<file path="src/rtl/regfile_wb_arbiter.sv">
// Round-robin arbiter that merges NREQ writeback sources onto the two regfile write ports.
// Optional stall counter enabled by defining WB_ARB_STALL_CNT_EN; otherwise stall_count reads 0.
module regfile_wb_arbiter #(
  parameter int NREQ = 3,
  parameter int AW   = 5,
  parameter int DW   = 32
) (
  input  logic              clk,
  input  logic              rst,
  input  logic [NREQ-1:0]   req_valid,
  input  logic [NREQ*AW-1:0] req_addr,
  input  logic [NREQ*DW-1:0] req_data,
  output logic [NREQ-1:0]   req_ready,
  output logic              we_1,
  output logic [AW-1:0]     writeaddr_1,
  output logic [DW-1:0]     writedata_1,
  output logic              we_2,
  output logic [AW-1:0]     writeaddr_2,
  output logic [DW-1:0]     writedata_2,
  output logic [31:0]       stall_count
);

  localparam int PW = (NREQ > 1) ? $clog2(NREQ) : 1;

  logic [AW-1:0] addr_a [NREQ];
  logic [DW-1:0] data_a [NREQ];
  logic [PW-1:0] rr_ptr;
  logic [PW-1:0] g1_idx, g2_idx, idx, last_idx, rr_next;
  logic          g1_found, g2_found;
  logic [PW:0]   sum;

  always_comb begin
    for (int i = 0; i < NREQ; i++) begin
      addr_a[i] = req_addr[i*AW +: AW];
      data_a[i] = req_data[i*DW +: DW];
    end
  end

  // Scan in rotating order from rr_ptr; a same-address follower of G1 is skipped,
  // but addr-0 writes never conflict because they are dropped anyway.
  always_comb begin
    g1_found = 1'b0;
    g2_found = 1'b0;
    g1_idx   = '0;
    g2_idx   = '0;
    sum      = '0;
    idx      = '0;
    for (int k = 0; k < NREQ; k++) begin
      sum = {1'b0, rr_ptr} + (PW+1)'(k);
      if (sum >= (PW+1)'(NREQ))
        sum = sum - (PW+1)'(NREQ);
      idx = sum[PW-1:0];
      if (!rst && req_valid[idx]) begin
        if (!g1_found) begin
          g1_found = 1'b1;
          g1_idx   = idx;
        end else if (!g2_found &&
                     ((addr_a[idx] != addr_a[g1_idx]) || (addr_a[idx] == '0))) begin
          g2_found = 1'b1;
          g2_idx   = idx;
        end
      end
    end
  end

  always_comb begin
    req_ready = '0;
    if (g1_found) req_ready[g1_idx] = 1'b1;
    if (g2_found) req_ready[g2_idx] = 1'b1;
  end

  always_comb begin
    last_idx = g2_found ? g2_idx : g1_idx;
    rr_next  = (last_idx == PW'(NREQ-1)) ? '0 : last_idx + 1'b1;
  end

  always_ff @(posedge clk) begin
    if (rst) begin
      we_1        <= 1'b0;
      writeaddr_1 <= '0;
      writedata_1 <= '0;
      we_2        <= 1'b0;
      writeaddr_2 <= '0;
      writedata_2 <= '0;
      rr_ptr      <= '0;
    end else begin
      we_1 <= g1_found && (addr_a[g1_idx] != '0);
      we_2 <= g2_found && (addr_a[g2_idx] != '0);
      if (g1_found) begin
        writeaddr_1 <= addr_a[g1_idx];
        writedata_1 <= data_a[g1_idx];
      end
      if (g2_found) begin
        writeaddr_2 <= addr_a[g2_idx];
        writedata_2 <= data_a[g2_idx];
      end
      if (g1_found)
        rr_ptr <= rr_next;
    end
  end

`ifdef WB_ARB_STALL_CNT_EN
  logic        stall_now;
  logic [31:0] stall_q;

  assign stall_now = |(req_valid & ~req_ready);

  always_ff @(posedge clk) begin
    if (rst)
      stall_q <= '0;
    else if (stall_now)
      stall_q <= stall_q + 32'd1;
  end

  assign stall_count = stall_q;
`else
  assign stall_count = '0;
`endif

endmodule
</file>
<file path="config.mk">
export PLATFORM = sky130hd
export DESIGN_NAME = regfile_wb_arbiter
export DESIGN_NICKNAME = d
export VERILOG_FILES = /design/src/rtl/regfile_wb_arbiter.sv
export SDC_FILE = /design/constraint.sdc
export NUM_CORES = 1
export LEC_CHECK = 0
export ABC_AREA = 0
export CORE_MARGIN = 2
export CORE_UTILIZATION = 48
export CTS_BUF_LIST = sky130_fd_sc_hd__clkbuf_2 sky130_fd_sc_hd__clkbuf_4 sky130_fd_sc_hd__clkbuf_8
export CTS_CLUSTER_DIAMETER = 50
export DETAILED_ROUTE_END_ITERATION = 7
export GPL_ROUTABILITY_DRIVEN = 0
export PLACE_DENSITY = 0.95
export SLEW_MARGIN = 5
export SYNTH_ARGS = -nofsm -noshare
export SYNTH_HDL_FRONTEND = slang
export SYNTH_SLANG_ARGS = --single-unit
</file>
<file path="constraint.sdc">
create_clock -name clk -period 8.96 [get_ports clk]
set_clock_uncertainty 0.2 [all_clocks]
set_input_delay 1.792 -clock clk [delete_from_list [all_inputs] [get_ports clk]]
set_output_delay 1.792 -clock clk [all_outputs]
set_load 0.05 [all_outputs]
</file>
---- After elaboration in Yosys (flattened, before gate mapping) ----
Cells that the tools add are included.
Widths: inputs -> output; s select.
storage, ports and cells
  flip-flop bits (word level) ............. 78
  latch bits .............................. 0
  bits in writable memories ............... 0
  ROM bits ................................ 0
  input port bits ......................... 116
  output and inout bits ................... 111
  word-level logic and storage cells ...... 116
  memories ................................ 0
cells by class
  add/subtract/negate cells ............... 6
  $mul .................................... 0
  div/mod/pow operators ................... 0
  magnitude comparators ................... 16
  eq/ne operators ......................... 3
  shift operators ......................... 0
  muxes and demuxes ....................... 61
  bitwise logic cells ..................... 7
  reductions and logical operators ........ 16
operators by type and width
  kind                 number
  $bmux 32 s2          2
  $mux 32              4
  $bmux 5 s2           6
  $mux 5               12
  $mux 2               16
  $ge 3x3->1 const B   6
  $not 2->3            6
  $lt 2x3->1 const B   5
  $mux 1               14
  $logic_not 5->1      2
  $ne 5x5->1           2
  $reduce_bool 5->1    2
  $logic_and 1x1->1    8
  $bmux 1 s2           3
  $ge 3x2->1 const B   2
  $mux 3               2
  $sub 2x2->2 const B  3
  $demux 1 s2          2
  $ge 2x1->1 const B   2
  $add 2x1->3 const B  1
  $add 2x2->3 const B  1
  $or 3x3->3           1
  $add 2x1->2 const B  1
  $eq 2x2->1 const B   1
  other kinds (3)      5

---- Longest topological paths before layout ----
  word-level depth ........................ 26
  gate-level depth with buffers ........... 18
  mapped depth without buffers ............ 13

---- Least setup slack after synthesis ----
No wires, ideal clock.
  kind .................................... input to output
  start point ............................. in rst
  end point ............................... out req_ready[2]
  data arrival time ....................... 4.717 ns
  required time ........................... 6.968 ns
  slack ................................... 2.251 ns
  cell stages on the path ................. 15
  buffers on the path ..................... 5
  cell sequence ........................... buf_6 nand4bb_1 buf_6 o311ai_1 o31a_1 buf_6 nor4b_1 nor4_1 or4_4 o21a_4 a31oi_4 nor2_2 buf_6 buf_6 or2_1
between the ends
  cells in the longest elaborated chain, start to end .. 23
  elaborated cells on any way between the ends .. 51
  those cells by class .................... order compare (4); eq/ne (2); mux (32); bitwise (3); reduce/logical (10)
RTL lines
  what                                                            line  source
  start, declared                                                 9     input logic rst,
  $logic_not 1->1 (*)                                             53    if (!rst && req_valid[idx]) begin
  $logic_and 1x1->1                                               53
  $mux 2                                                          53
  $not 2->3 (not written as such)                                 58    ((addr_a[idx] != addr_a[g1_idx]) || (addr_a[idx] == '0))) begin
  $bmux 5 s2                                                      58
  $mux 5 (not written as such) (2 in series)                      58
  $ne 5x5->1                                                      58
  $logic_or 1x1->1                                                58
  [6 not listed]                                                  -
  $mux 2                                                          54    if (!g1_found) begin
  $mux 2                                                          53
  $lt 2x3->1 (not written as such) or $ge 2x1->1 (tied branches)  69    if (g2_found) req_ready[g2_idx] = 1'b1;
  $logic_and 1x1->1 (not written as such)                         69
  $mux 1 (not written as such)                                    69
  $demux 1 s2                                                     69
  $or 3x3->3 (no line)                                            -
  $mux 3 (*)                                                      69
  end, declared                                                   13    output logic [NREQ-1:0] req_ready,
Mark *: on every way between the ends. The rest lies on a longest branch, timed or not. The select of a mux whose other input is x is not followed.

---- Worst setup path in the final report ----
Same ends and word-level chain as after synthesis.

==> results.toml <==
[status]
status = "finished, violations left"
violations = "DRC"

[clock_tree]
cts_root_buf = "clkbuf_8"
cts_max_level = 3
cts_tree = "done"
cts_setup_buffers = 0
cts_made_buffers = 9
path_clk_slew_ps = 70
insertion_delay_ps = 340
cts_resized = 0
cts.sinks = 78
cts_hold_buf = 0
clockBufferDepth = 2

[global_route]
antenna_found_initial = 0
track_usage = 0.303
grt_pass1_vias = 5791
grt_max_degree = 45
grt_pass1_wl_um = 28400
overflow = 0

[drt]
first_pass_iters = 8
top_layer = "met4"
vias_per_cell = 6.30
wl_um = 19000
met3_length_um = 2140
wl_per_cell_um = 19.7
drtAntennaViolNets = 0
route.met2.wl_um = 8930
via_count = 6077
drt-met1-wl_um = 7030
drt-initial-drc-count = 1017
post-route-drc-count = 12

[die]
die_area_um2 = 11900
boundaryPins = 227
die_w_um = 109
core_region_area_um2 = 10800
start_util = 0.491
fp.dieH_um = 109
rows = 38

[timing]
setup_viol = 0
finalMaxSlewViolations = 0
slew_headroom = 0.319
rsz0062_at_grt = "false"
fmax_mhz = 127
tns_ps = 0
hold_viol = 0
fin_ws_ps = 1070
worstMarginPinSlew_ps = 1020
post-route-min-period_ps = 7890
min_period_over_period = 0.880

[worst_setup_path]
crit_path_start_kind = "input port"
critPathKind = "in -> out"
worstPathArrival_ps = 5900
path_cells = "buf_2 -> nand4bb_1 -> buf_4 -> o311ai_1 -> o31a_1 -> mux2i_1 -> o211a_1 -> or4_4 -> o21a_4 -> a31oi_4 -> nor2_4 -> or2_1 -> clkdlybuf4s50_1"
cp-end-kind = "output pin"
r2r_slack_ps = 3920
worst-path-max-fanout = 41
critPathMaxStageDelay_ps = 730
cp_slowest_cell = "clkdlybuf4s50_1"
cp.required_ps = 6970

[synth]
synthMostInstantiatedCell = "nand2_1"
netlist_area_um2 = 5300
synth.top_cell.area_share = 0.295
synth_common_cells = "110 x nand2_1, 94 x a21oi_1, 78 x dfxtp_1"
avgSynthCellArea_um2 = 8.04
synth_top_area_cell = "dfxtp_1"
ys_warn_count = 0
async_flop_share = 0
ys_ff_latch = 78
synth.area.top_cells = "dfxtp_1 29%, a21oi_1 8.9%, nand2_1 7.8%, a222oi_1 6.0%, buf_4 4.7%"
synth_edf_count = 0
netlist_instances = 659
synth_ff_type = "dfxtp_1"
yosysSeqAreaShare = 0.295
ys_types = 74

[place]
place_ws_ps = 1120
dp.cells = 949
dpl_cell_area_um2 = 6970
dpl.hpwl_um = 12900
portBuffers = 194

[pwr]
leakagePower_nw = 2.70
finalPower_mw = 3.10
powerDensity_nw_per_um2 = 431
ir_drop_uv = 294

[min_path]
hold_path_class = "reg -> reg"

[layout]
nets = 939
finalNonFillerCells = 964
antennaDiodeCount = 0
drive_gt1_frac = 0.0740
final_area_um2 = 7180
area_growth_pct = 35.6

[job]
drv_cap = 0
==> layer usage <==
metal  global-route usage  up-vias
met5                    0        -
met4                0.157        0
met3               0.0867       95
met2                0.504      453
met1                0.352     2799
li1                     -     2730
==> worst paths after layout <==
path | start | to | cells after the start
worst min register to register | writeaddr_1[1] | writeaddr_1[1] | 2
worst max-delay path | rst | req_ready[2] | 13
worst max register to register | rr_ptr[0] | writedata_2[5] | 14
worst min-delay path | writeaddr_1[1] | writeaddr_1[1] | 2
==> where the power goes <==
group          switching [mW]  total (mW)  leakage, nW  internal, mW
combinational            1.46        2.23         1.95         0.778
sequential             0.0805       0.574        0.644         0.494
clock                   0.133       0.288       0.0973         0.155
total                    1.67        3.10         2.70          1.43
==> layout by cell type (no fill, tap or decap), types with 14 or more instances in the layout <==
cell	Yosys	layout
nor2_1	34	33
a22oi_1	23	23
o21ai_0	19	19
buf_4	33	14
clkdlybuf4s50_1	0	192
nand2_1	110	110
nor3_1	21	21
dfxtp_1	78	78
conb_1	1	32
a211oi_1	17	17
mux2i_1	16	16
a21oi_1	94	93
a222oi_1	32	32
==> cell families after synthesis <==
family                     Yosys count  share of synthesized area
AOI/OAI and AO/OA                  239                      0.322
xor gates and xnor gates             5                    0.00827
adders and majority gates            3                    0.00709
buffers and inverters               96                      0.136
DFF                                 78                      0.295
muxes                               20                     0.0395
other                                1                   0.000708
and+or+nand+nor                    217                      0.192
==> cell type report <==
type                    count  area [um^2]
clock inverters             6         87.6
clock buffers               9          124
well taps                 140          175
multi-input cells         516         3150
repair buffers            208         2050
inverters                   7         26.3
flip-flops and latches     78         1560
fillers                   843         3610
==> stage by stage <==
step,hold slack (ps),util
after floorplan,277,-
after global placement,241,0.646
after global routing,280,0.665
after CTS,266,0.665
after detailed placement,249,0.646
final,265,0.665
==> state kept, by name (all words and copies together) (netlist names) <==
register / flops
writedata_2: 32
rr_ptr: 2
we_2: 1
we_1: 1
writedata_1: 32
writeaddr_2: 5
writeaddr_1: 5
==> critical path, delay by kind of cell <==
family | cells | cell delay, ps
buffers and inverters | 3 | 1510
AOI/OAI and AO/OA | 5 | 1390
and+or+nand+nor | 4 | 1020
muxes | 1 | 190
Power figures use the tool's default switching activity.
